<file path="src/rtl/adder_sched_if.sv">
// adder_sched_if: requester and response handshake bundle for adder_sched
interface adder_sched_if #(parameter int NIBBLES = 3);
  localparam int W = 4 * NIBBLES;
  logic         req0_valid;
  logic         req0_ready;
  logic [W-1:0] req0_a;
  logic [W-1:0] req0_b;
  logic         req1_valid;
  logic         req1_ready;
  logic [W-1:0] req1_a;
  logic [W-1:0] req1_b;
  logic         rsp_valid;
  logic         rsp_ready;
  logic         rsp_id;
  logic [W-1:0] rsp_sum;
  logic         rsp_co;
  modport master (
    output req0_valid, req0_a, req0_b, req1_valid, req1_a, req1_b, rsp_ready,
    input  req0_ready, req1_ready, rsp_valid, rsp_id, rsp_sum, rsp_co
  );
  modport slave (
    input  req0_valid, req0_a, req0_b, req1_valid, req1_a, req1_b, rsp_ready,
    output req0_ready, req1_ready, rsp_valid, rsp_id, rsp_sum, rsp_co
  );
endinterface

</file>
<file path="src/rtl/adder_sched.sv">
// adder_sched: two-requester round-robin scheduler sharing one 4-bit adder, one nibble per cycle
module adder_sched #(parameter int NIBBLES = 3) (
  input logic clk,
  input logic rst_n,
  adder_sched_if.slave bus
);
  localparam int W = 4 * NIBBLES;
  typedef enum logic [1:0] {IDLE, CALC, RESP} state_t;
  state_t       state, state_nxt;
  logic [W-1:0] op_a, op_b, sum, sum_nxt, rsp_sum;
  logic [2:0]   nib_idx;
  logic [4:0]   nib_sum;
  logic         carry, id, last_id, rsp_co, rsp_id;
  logic         grant0, grant1, last_nib;
  // On contention the requester that was not served last wins
  always_comb begin
    grant0 = rst_n && state == IDLE && bus.req0_valid && (!bus.req1_valid || last_id);
    grant1 = rst_n && state == IDLE && bus.req1_valid && (!bus.req0_valid || !last_id);
  end
  assign last_nib = nib_idx == 3'(NIBBLES - 1);
  always_comb begin
    nib_sum = {1'b0, op_a[4*nib_idx +: 4]} + {1'b0, op_b[4*nib_idx +: 4]} + {4'b0, carry};
    sum_nxt = sum;
    sum_nxt[4*nib_idx +: 4] = nib_sum[3:0];
  end
  always_ff @(posedge clk) state <= !rst_n ? IDLE : state_nxt;
  always_comb begin
    state_nxt = (state == IDLE && (grant0 || grant1)) ? CALC :
                (state == CALC && last_nib)           ? RESP :
                (state == RESP && bus.rsp_ready)      ? IDLE : state;
  end
  always_comb begin
    bus.req0_ready = grant0;
    bus.req1_ready = grant1;
    bus.rsp_valid  = state == RESP;
    bus.rsp_sum    = rsp_sum;
    bus.rsp_co     = rsp_co;
    bus.rsp_id     = rsp_id;
  end
  always_ff @(posedge clk) begin
    if (!rst_n) begin
      op_a    <= '0;
      op_b    <= '0;
      sum     <= '0;
      nib_idx <= '0;
      carry   <= 1'b0;
      id      <= 1'b0;
      last_id <= 1'b1;
      rsp_sum <= '0;
      rsp_co  <= 1'b0;
      rsp_id  <= 1'b0;
    end else begin
      if (grant0 || grant1) begin
        op_a    <= grant1 ? bus.req1_a : bus.req0_a;
        op_b    <= grant1 ? bus.req1_b : bus.req0_b;
        id      <= grant1;
        nib_idx <= '0;
        carry   <= 1'b0;
        sum     <= '0;
      end
      if (state == CALC) begin
        sum     <= sum_nxt;
        carry   <= nib_sum[4];
        nib_idx <= nib_idx + 3'd1;
        if (last_nib) begin
          rsp_sum <= sum_nxt;
          rsp_co  <= nib_sum[4];
          rsp_id  <= id;
        end
      end
      if (state == RESP && bus.rsp_ready) last_id <= id;
    end
  end
endmodule

</file>
<file path="src/flat_wrapper.sv">
// flat-port wrapper written by rule: the top's interface ports become plain ports
module adder_sched_flat 
#(parameter int NIBBLES = 3)
  (clk, rst_n, bus_req0_valid, bus_req0_a, bus_req0_b, bus_req1_valid, bus_req1_a, bus_req1_b, bus_rsp_ready, bus_req0_ready, bus_req1_ready, bus_rsp_valid, bus_rsp_id, bus_rsp_sum, bus_rsp_co);
  adder_sched_if #(.NIBBLES(NIBBLES)) bus_i ();
  input logic clk;
  input logic rst_n;
  input wire logic [$bits(bus_i.req0_valid)-1:0] bus_req0_valid;
  input wire logic [$bits(bus_i.req0_a)-1:0] bus_req0_a;
  input wire logic [$bits(bus_i.req0_b)-1:0] bus_req0_b;
  input wire logic [$bits(bus_i.req1_valid)-1:0] bus_req1_valid;
  input wire logic [$bits(bus_i.req1_a)-1:0] bus_req1_a;
  input wire logic [$bits(bus_i.req1_b)-1:0] bus_req1_b;
  input wire logic [$bits(bus_i.rsp_ready)-1:0] bus_rsp_ready;
  output wire logic [$bits(bus_i.req0_ready)-1:0] bus_req0_ready;
  output wire logic [$bits(bus_i.req1_ready)-1:0] bus_req1_ready;
  output wire logic [$bits(bus_i.rsp_valid)-1:0] bus_rsp_valid;
  output wire logic [$bits(bus_i.rsp_id)-1:0] bus_rsp_id;
  output wire logic [$bits(bus_i.rsp_sum)-1:0] bus_rsp_sum;
  output wire logic [$bits(bus_i.rsp_co)-1:0] bus_rsp_co;
  assign bus_i.req0_valid = bus_req0_valid;
  assign bus_i.req0_a = bus_req0_a;
  assign bus_i.req0_b = bus_req0_b;
  assign bus_i.req1_valid = bus_req1_valid;
  assign bus_i.req1_a = bus_req1_a;
  assign bus_i.req1_b = bus_req1_b;
  assign bus_i.rsp_ready = bus_rsp_ready;
  assign bus_req0_ready = bus_i.req0_ready;
  assign bus_req1_ready = bus_i.req1_ready;
  assign bus_rsp_valid = bus_i.rsp_valid;
  assign bus_rsp_id = bus_i.rsp_id;
  assign bus_rsp_sum = bus_i.rsp_sum;
  assign bus_rsp_co = bus_i.rsp_co;
  adder_sched #(.NIBBLES(NIBBLES)) u_core (.clk(clk), .rst_n(rst_n), .bus(bus_i));
endmodule
</file>
<file path="config.mk">
export PLATFORM = sky130hd
export DESIGN_NAME = adder_sched_flat
export DESIGN_NICKNAME = d
export VERILOG_FILES = /design/src/rtl/adder_sched_if.sv /design/src/rtl/adder_sched.sv /design/src/flat_wrapper.sv
export SDC_FILE = /design/constraint.sdc
export NUM_CORES = 1
export LEC_CHECK = 0
export BUFFER_PORTS_ARGS = -buffer_cell sky130_fd_sc_hd__buf_2
export CORE_UTILIZATION = 40
export DETAILED_ROUTE_END_ITERATION = 7
export PLACE_DENSITY = 0.69
export SLEW_MARGIN = 20
export SYNTH_ARGS = -nofsm -noshare
export SYNTH_HDL_FRONTEND = slang
export SYNTH_SLANG_ARGS = --single-unit
</file>
<file path="constraint.sdc">
create_clock -name clk -period 3.1 [get_ports clk]
set_clock_uncertainty 0.1 [all_clocks]
set_input_delay 0.465 -clock clk [delete_from_list [all_inputs] [get_ports clk]]
set_output_delay 0.465 -clock clk [all_outputs]
set_load 0.05 [all_outputs]
</file>
# == After elaboration in Yosys (flattened, before gate mapping) ==
# Cells that the tools add are included.
# word_totals
inputBits,53
regBits,58
word_cells,56
output_inout_bits,17
# op_classes
n_eq_ne,3
add_sub_neg,4
mux,12
shift,4
reduce_logical,20
n_bitwise,1
# ops
operator,n
2-to-1 mux 12 bit,4
negation 5 -> 34 bit,1
variable shift 4 x 34 -> 12 bit (first input constant),1
indexed part select 4 x 34 -> 12 bit,1
indexed part select 12 x 6 -> 4 bit,2
bitwise mux 12 bit,1
logical AND 1 bit,8
2-to-1 mux 3 bit,2
adder 4 x 4 -> 5 bit,1
adder 5 x 1 -> 5 bit,1
2-to-1 mux 2 bit,2
nonzero test 2 bit,2
adder 3 x 1 -> 3 bit (second input constant),1
== test 3 x 2 -> 1 bit (second input constant),1
zero test 1 bit,3
logical OR 1 bit,3
2-to-1 mux 1 bit,3
nonzero test 3 bit,1
== test 2 x 1 -> 1 bit (second input constant),1
== test 2 bit (second input constant),1
zero test 2 bit,1
AND reduction 2 bit,1
OR reduction 2 bit,1
inverter 1 bit,1

# == Logic depth before layout (Yosys ltp) ==
# Gate-level depths: netlist (run 1).
# logic_depth
ltp_word,7
mapped_depth,11
mapped_depth_nobuf,10

# == Worst setup path after synthesis (run 1) ==
# OpenSTA, ideal clock, no wires.
# synth_path
path_kind,reg2reg
startpoint,register u_core.nib_idx[1]
endpoint,"register u_core.rsp_sum[6], in the netlist u_core.bus.rsp_sum[6]"
n_path_buf,1
path_stages_with_launch,11
arrival_time_ns,2.394
slack_ns,0.479
period_less_slack_ns,2.621
setup_time_ns,0.127
required_ns,2.873
path_cell_list,dfxtp_1 -> buf_2 -> mux2i_1 -> nor2_1 -> a21oi_1 -> nor2_1 -> fa_1 -> fa_1 -> xor2_1 -> a221oi_1 -> nor3b_2
# synth_between
elab_chain_len,5
word_cells_on_any_way,10
classes_between,add/sub: 3; eq/ne: 1; shift: 4; mux: 1; reduce/logical: 1
# synth_lines
item,line,source
start: declaration,adder_sched.sv:11,logic [2:0] nib_idx;
start signal: assignment,adder_sched.sv:64,nib_idx <= nib_idx + 3'd1;
indexed part select 12 x 6 -> 4 bit,adder_sched.sv:22,"nib_sum = {1'b0, op_a[4*nib_idx +: 4]} + {1'b0, op_b[4*nib_idx +: 4]} + {4'b0, carry};"
adder 4 x 4 -> 5 bit,adder_sched.sv:22,
adder 5 x 1 -> 5 bit,adder_sched.sv:22,
indexed part select 4 x 34 -> 12 bit,adder_sched.sv:24,sum_nxt[4*nib_idx +: 4] = nib_sum[3:0];
bitwise mux 12 bit,adder_sched.sv:24,
end signal: assignment,adder_sched.sv:66,rsp_sum <= sum_nxt;
end: declaration,adder_sched.sv:10,"logic [W-1:0] op_a, op_b, sum, sum_nxt, rsp_sum;"
# Several ways; a longest one is shown, not always the timed one.
# A chain may end at the register's enable or synchronous reset.

# == Worst setup path in the final report (run 1) ==
# layout_path
startpoint,register u_core.nib_idx[1]
endpoint,register u_core.sum[2]
# layout_between
elab_chain_len,6
word_cells_on_any_way,9
classes_between,add/sub: 3; shift: 4; mux: 2
# layout_lines
item,line,source
indexed part select 12 x 6 -> 4 bit,adder_sched.sv:22,
adder 4 x 4 -> 5 bit,adder_sched.sv:22,
adder 5 x 1 -> 5 bit,adder_sched.sv:22,
indexed part select 4 x 34 -> 12 bit,adder_sched.sv:24,
bitwise mux 12 bit *,adder_sched.sv:24,
2-to-1 mux 12 bit *,adder_sched.sv:61,if (state == CALC) begin
end signal: assignment,adder_sched.sv:62,sum <= sum_nxt;
end: declaration,adder_sched.sv:10,
# Mark *: on every way between the ends. The rest lies on a longest branch, timed or not.

==> results by group, run 1 <==
Clocking
  – CTS tree: yes
  – Clock Latency Late Sink: 0.33 ns
  – CTS Sinks: 58
  – Clock Path Buffers: 2
  – Cts repair resizes: 0
  – Post-CTS Setup Bufs: 0
  – # H-tree levels: 3
  – Clk slew on worst S/H paths: 0.07 ns
  – CTS Buf Count: 9
  – Cts hold-fix bufs: 0
  – CTS Root Buffer Type: clkbuf_8

STA
  – Worst slew pin tran: 0.697 ns
  – RSZ-0062 raised after global routing: false
  – Hold Vio Cnt, Final: 0
  – TNS Setup: 0 ns
  – Final setup margin: 0.340 ns
  – Tcrit/Tclk final: 89.0%
  – Slew Limit Fails: 0
  – Final setup viols: 0
  – Rel. slew slack: 53.5%
  – FMAX: 0.362 GHz
  – Min cycle time layout: 2.76 ns

Synthesis
  – Post-Syn Instances: 339
  – EDFF count, synth: 0
  – Synth top area cells: dfxtp_1 39%, mux2i_1 11%, a21oi_1 7.3%
  – Flops & latches, synth: 58
  – Synth Flop Type: dfxtp_1
  – Syn nets: 402
  – Cell taking the most area after synthesis: dfxtp_1
  – Mapped Area: 0.00296 mm²
  – Asr flop ratio synth: 0%
  – Sequential area share after synthesis: 39.2%
  – Share of the synthesized area in the top cell type: 39.2%
  – Yosys cell types: 47
  – Avg Inst Size Synth: 8.74 µm²
  – Yosys warnings: 0

Pwr
  – Maximum VDD drop: 247 µV
  – Pwr Density: 499 mW/mm²
  – Leakage: 1.63 nW

Setup path
  – Worst Path Max Fanout: 9
  – Critical Path Source Type: flip-flop
  – CP Data Required Time: 3.26 ns
  – Kind of critical path: reg -> reg
  – Crit path largest cell delay: 0.51 ns
  – Crit end category: flip-flop
  – Worst EP arrival: 2.92 ns
  – Worst path cell trace: mux2i_1, nor2_1, a21oi_1, nor2_1, fa_1, fa_1, xor2_1, nand2_1, o22ai_1
  – Slowest cell on the critical path: dfxtp_1
  – R2R setup slack: 0.34 ns

Die
  – Row Count: 31
  – CORE AREA: 0.00721 mm²
  – Die Width: 88.0 µm
  – Die area: 0.00775 mm²
  – Die H: 88.0 µm
  – I/O pins: 70
  – Starting Density: 41.1%

Routing
  – DRC: 0
  – First-pass DRT Iterations: 4
  – DR WL/cell: 13.6 µm
  – 1st-iter DRT viols: 151
  – DR vias/cell: 5.25
  – Total number of vias: 2646
  – Post-route ant nets: 0
  – Final WL: 6.86 mm

Job
  – # Max-Cap Violations: 0

Global route
  – Initial antenna violation count: 0
  – GRT overflow: 0
  – Gr usage total: 19.5%
  – Largest net degree at the start of global routing: 50
  – Vias in the first global route: 2519
  – First-pass GRT wire length: 11.5 mm

Cells and area
  – Most frequent cells in the layout: 69 x buf_2, 58 x dfxtp_1, 43 x a21oi_1
  – Number of nets in the layout: 463
  – Commonest non-fill, non-tap cell in the layout: buf_2
  – Fillers: 732
  – Ant. Diodes: 0
  – Share of cells above drive strength 1: 24.2%
  – Area growth syn-to-layout: 18.4%

Outcome
  – Outcome: completed

Placement
  – Placement Setup Slack: 0.416 ns
  – RePlAce Congestion: 0.833
  – DP Wirelength: 4.84 mm
  – Number of I/O port buffers: 69

Worst hold path
  – Worst hold path type: in -> reg
==> state kept, by name (all words and copies together), names as in the netlist <==
register,cells
u_core.state,2
u_core.op_b,12
u_core.bus.rsp_id,1
u_core.nib_idx,3
u_core.bus.rsp_co,1
u_core.op_a,12
u_core.bus.rsp_sum,12
u_core.id,1
u_core.carry,1
u_core.sum,12
u_core.last_id,1
==> critical path: cells and delay by family (launching register included) <==
kind	cells	cell delay, ns
and+or+nand+nor	3	0.28
muxes	1	0.23
adders and majority gates	2	0.86
xor gates and xnor gates	1	0.38
AOI/OAI and AO/OA	2	0.31
DFF	1	0.51
==> report_power, final <==
group	switching, W	leakage, nW	internal (W)
Combinational	0.000175	1.06	0.000118
Sequential	0.0000228	0.472	0.000780
Clock	0.000302	0.0944	0.000352
==> cell families (layout without fill, tap and decap cells) <==
logic type	Yosys count	count (layout)	share of synthesized area (%)
AO/OA/AOI/OAI	117	117	23.4
AND/OR/NAND/NOR	88	88	15.0
flip-flops	58	58	39.2
multiplexers	33	33	11.2
buffers and inverters	32	98	6.13
adder cells (fa/ha/maj)	10	10	4.73
XOR/XNOR	1	1	0.296
==> cell type report <==
| cell class | count | area, µm² | share of cell area, % |
|---|---|---|---|
| multi-input cells | 249 | 1620 | 46.2 |
| flip-flops and latches | 58 | 1160 | 33.1 |
| repair buffers | 74 | 383 | 10.9 |
| clock buffers | 12 | 165 | 4.71 |
| well taps | 99 | 124 | 3.53 |
| inverters | 8 | 30.0 | 0.856 |
| clock inverters | 4 | 25.0 | 0.714 |
==> through the flow <==
step | cells | utilization, % | hold slack (ns) | power (W) | cell area [µm²]
finish | 504 | 48.6 | 0.305 | 0.00175 | 3510
global route | 504 | 48.6 | 0.306 | 0.00185 | 3510
CTS | 504 | 48.6 | 0.287 | 0.00177 | 3510
detailed placement | 488 | 46.0 | 0.341 | 0.00111 | 3320
global placement | 488 | 46.0 | 0.338 | 0.00110 | 3320
floorplan | 339 | - | 0.328 | 0.00103 | 2960
==> routing by layer <==
layer	track usage, %	vias up	share of wire (%)	wire length [µm]
met1	23.6	1211	45	3060
met3	6.22	14	6.3	430
met2	31.7	86	47	3200
li1	-	1335	-	-
met5	0	-	0	0
met4	8.36	0	2.3	161
==> Yosys cell counts, types with 2 or more instances <==
cell       n
a21boi_0   5
a21o_1     5
a21oi_1   43
a221oi_1   3
a22o_1     2
a22oi_1    5
a31oi_1    2
a32o_1     2
a32oi_1    2
buf_2      7
buf_4      2
buf_6      3
buf_8      2
clkbuf_1  10
dfxtp_1   58
fa_1       2
ha_1       8
inv_1      8
mux2i_1   33
nand2_1   32
nand3_1    9
nor2_1    26
nor2b_1    5
nor3_1     2
nor3b_2    2
o21ai_0   33
o21ai_1    3
o21bai_1   2
o22ai_1    5
==> path summary, 6_finish.rpt <==
| kind | from | end | cells after the start |
|---|---|---|---|
| worst max-delay path | u_core.nib_idx[1] | u_core.sum[2] | 9 |
| worst min register to register | u_core.bus.rsp_co | u_core.bus.rsp_co | 2 |
| worst max register to register | u_core.nib_idx[1] | u_core.sum[2] | 9 |
| worst min-delay path | bus_req1_a[2] | u_core.op_a[2] | 3 |
Power figures use the tool's default switching activity.
==> inputs of run 2 (changes only) <==
--- a/config.mk
+++ b/config.mk
@@ -5,6 +5,7 @@
 export SDC_FILE = /design/constraint.sdc
 export NUM_CORES = 1
 export LEC_CHECK = 0
+export ABC_AREA = 1
 export BUFFER_PORTS_ARGS = -buffer_cell sky130_fd_sc_hd__buf_2
 export CORE_UTILIZATION = 40
 export DETAILED_ROUTE_END_ITERATION = 7
==> run 2 against run 1 <==
  * Worst hold slack lost 0.0065 ns
  * Area after synthesis is 0.84% lower
  * Clock-buffer cell count is 2 higher
==> results by group, run 2 <==
Outcome
  – Outcome: completed

Placement
  – RePlAce Congestion: 0.877
  – Dpl cells: 593
  – Number of I/O port buffers: 69
  – Area after DPL: 0.00332 mm²
  – DP Wirelength: 5.09 mm

Routing
  – DRC: 0
  – Post-route ant nets: 0
  – Total number of vias: 3010
  – Final WL: 7.01 mm
  – 1st-iter DRT viols: 171
  – DR WL/cell: 11.5 µm
  – First-pass DRT Iterations: 5
  – DR vias/cell: 4.94

Die
  – Die area: 0.00769 mm²
  – Die Width: 87.7 µm
  – Die H: 87.7 µm
  – CORE AREA: 0.00694 mm²
  – Row Count: 30
  – Starting Density: 42.3%
  – I/O pins: 70

Clocking
  – Post-CTS Setup Bufs: 0
  – Cts repair resizes: 0
  – # H-tree levels: 3
  – CTS Buf Count: 9
  – CTS tree: yes
  – CTS Root Buffer Type: clkbuf_8
  – Cts hold-fix bufs: 0
  – CTS Sinks: 58
  – Clk slew on worst S/H paths: 0.06 ns
  – Clock Path Buffers: 2
  – Clock Latency Late Sink: 0.33 ns

Synthesis
  – Post-synthesis compound-gate area fraction: 18.8%
  – Post-Syn Instances: 445
  – Syn nets: 508
  – Mapped Area: 0.00294 mm²
  – Flops & latches, synth: 58
  – Share of the synthesized area in the top cell type: 39.5%
  – Post-Synth XOR/XNOR Area: 0.298%
  – Commonest cells in the netlist: 99 x nand2_1, 96 x nor2_1, 58 x dfxtp_1, 53 x a21oi_1, 29 x o21ai_0
  – Largest family of logic cells by synthesized area: simple AND/OR/NAND/NOR gates
  – Avg Inst Size Synth: 6.60 µm²
  – EDFF count, synth: 0
  – Synth Flop Type: dfxtp_1
  – Post-synthesis simple-gate area fraction: 28.5%
  – Post-synthesis mux area share: 0%
  – Yosys warnings: 0
  – Cell taking the most area after synthesis: dfxtp_1
  – Most numerous cell in the Yosys netlist: nand2_1
  – Yosys cell types: 23
  – Asr flop ratio synth: 0%
  – Synth top area cells: dfxtp_1 40%, nand2_1 13%, nor2_1 12%
  – Synth Area in Adders: 4.77%
  – Sequential area share after synthesis: 39.5%

Setup path
  – Kind of critical path: reg -> reg
  – CP Data Required Time: 3.26 ns
  – FF-to-FF Start: u_core.nib_idx[0]
  – Crit end category: flip-flop
  – Worst Path Max Fanout: 13
  – Critical path launch point: u_core.nib_idx[0]
  – Worst EP arrival: 3.02 ns
  – Critical Path Source Type: flip-flop

Cells and area
  – Number of nets in the layout: 571
  – Area growth syn-to-layout: 19.3%
  – Share of cells above drive strength 1: 18.9%
  – Cell Count, Final, Fillers Out: 609
  – Most frequent cells in the layout: 99 x nand2_1, 96 x nor2_1, 69 x buf_2
  – Commonest non-fill, non-tap cell in the layout: nand2_1
  – Ant. Diodes: 0
  – Finished Cell Area: 0.00350 mm²

STA
  – RSZ-0062 raised after global routing: false
  – FMAX: 0.349 GHz
  – Rel. slew slack: 50.4%
  – Slew Limit Fails: 0
  – Tcrit/Tclk final: 92.4%
  – Worst slew pin tran: 0.743 ns
  – Final hold slack: 0.298 ns
  – Final setup viols: 0
  – TNS Setup: 0 ns
  – Min cycle time layout: 2.86 ns
  – Hold Vio Cnt, Final: 0

Global route
  – GRT overflow: 0
  – First-pass GRT wire length: 12.1 mm
  – Gr usage total: 20.1%
  – Vias in the first global route: 2859
  – Initial antenna violation count: 0
  – Largest net degree at the start of global routing: 53

Pwr
  – Leakage: 1.68 nW
  – Pwr Density: 504 mW/mm²
  – Sequential Power Share: 45.3%
  – Clock share of power: 35.9%
  – Logic pwr share: 18.8%
  – Sw Share: 29.1%
  – Net switching power: 0.000513 W
  – Maximum VDD drop: 270 µV
  – Internal Power: 0.00125 W

Worst hold path
  – Min-delay src: rst_n
  – Worst hold path type: in -> reg

Job
  – # Max-Cap Violations: 0
[run 2: layout make-up]
type / instances / area, µm²
Inverter: 31 / 116
Fill cell: 710 / 3440
Multi-Input combinational cell: 334 / 1540
Sequential cell: 58 / 1160
Timing Repair Buffer: 74 / 383
Clock buffer: 14 / 173
Clock inverter: 2 / 10.0
Tap cell: 96 / 120
[run 2: worst max-delay path: stages (launching register included)]
cell	delay (ns)
dfxtp_1	0.42
inv_1	0.21
o21ai_0	0.22
a21oi_1	0.11
fa_1	0.47
fa_1	0.43
xor2_1	0.27
nand2_1	0.11
o21ai_0	0.23
nand2_1	0.08
a21oi_1	0.15
[run 2: power groups by stage]
| stage | clock (W) | sequential, W | combinational [W] |
|---|---|---|---|
| floorplan | 0 | 0.000815 | 0.000240 |
| global placement | 0 | 0.000815 | 0.000321 |
| detailed placement | 0 | 0.000816 | 0.000331 |
| CTS | 0.000650 | 0.000800 | 0.000332 |
| global route | 0.000685 | 0.000803 | 0.000378 |
| finish | 0.000633 | 0.000800 | 0.000332 |
[run 2: worst paths after layout]
path	cells past startpoint	slack, ns	endpoint
setup / recovery	10	0.24	u_core.sum[6]
hold / removal	2	0.30	u_core.last_id
setup reg to reg	10	0.24	u_core.sum[6]
hold reg to reg	2	0.37	u_core.sum[7]
[run 2: stage by stage]
| step | util (%) | power (W) | worst slack, ns |
|---|---|---|---|
| floorplan | - | 0.00105 | 0.488 |
| global route | 50.4 | 0.00187 | 0.0412 |
| CTS | 50.4 | 0.00178 | 0.269 |
| detailed placement | 47.8 | 0.00115 | 0.297 |
| global placement | 47.8 | 0.00114 | 0.435 |
| finish | 50.4 | 0.00176 | 0.236 |
[run 2: cells by family after synthesis]
family                   after synthesis
flip-flops                            58
XOR/XNOR                               1
adder cells (fa/ha/maj)               10
AND/OR/NAND/NOR                      214
buffers and inverters                 53
AO/OA/AOI/OAI                        109
[run 2: metal layers]
layer	track usage, %	up-vias	wire (µm)
met5	0	-	0
met4	6.11	0	98
met3	5.18	9	315
met2	35.2	71	3260
met1	24.1	1372	3330
li1	-	1558	-
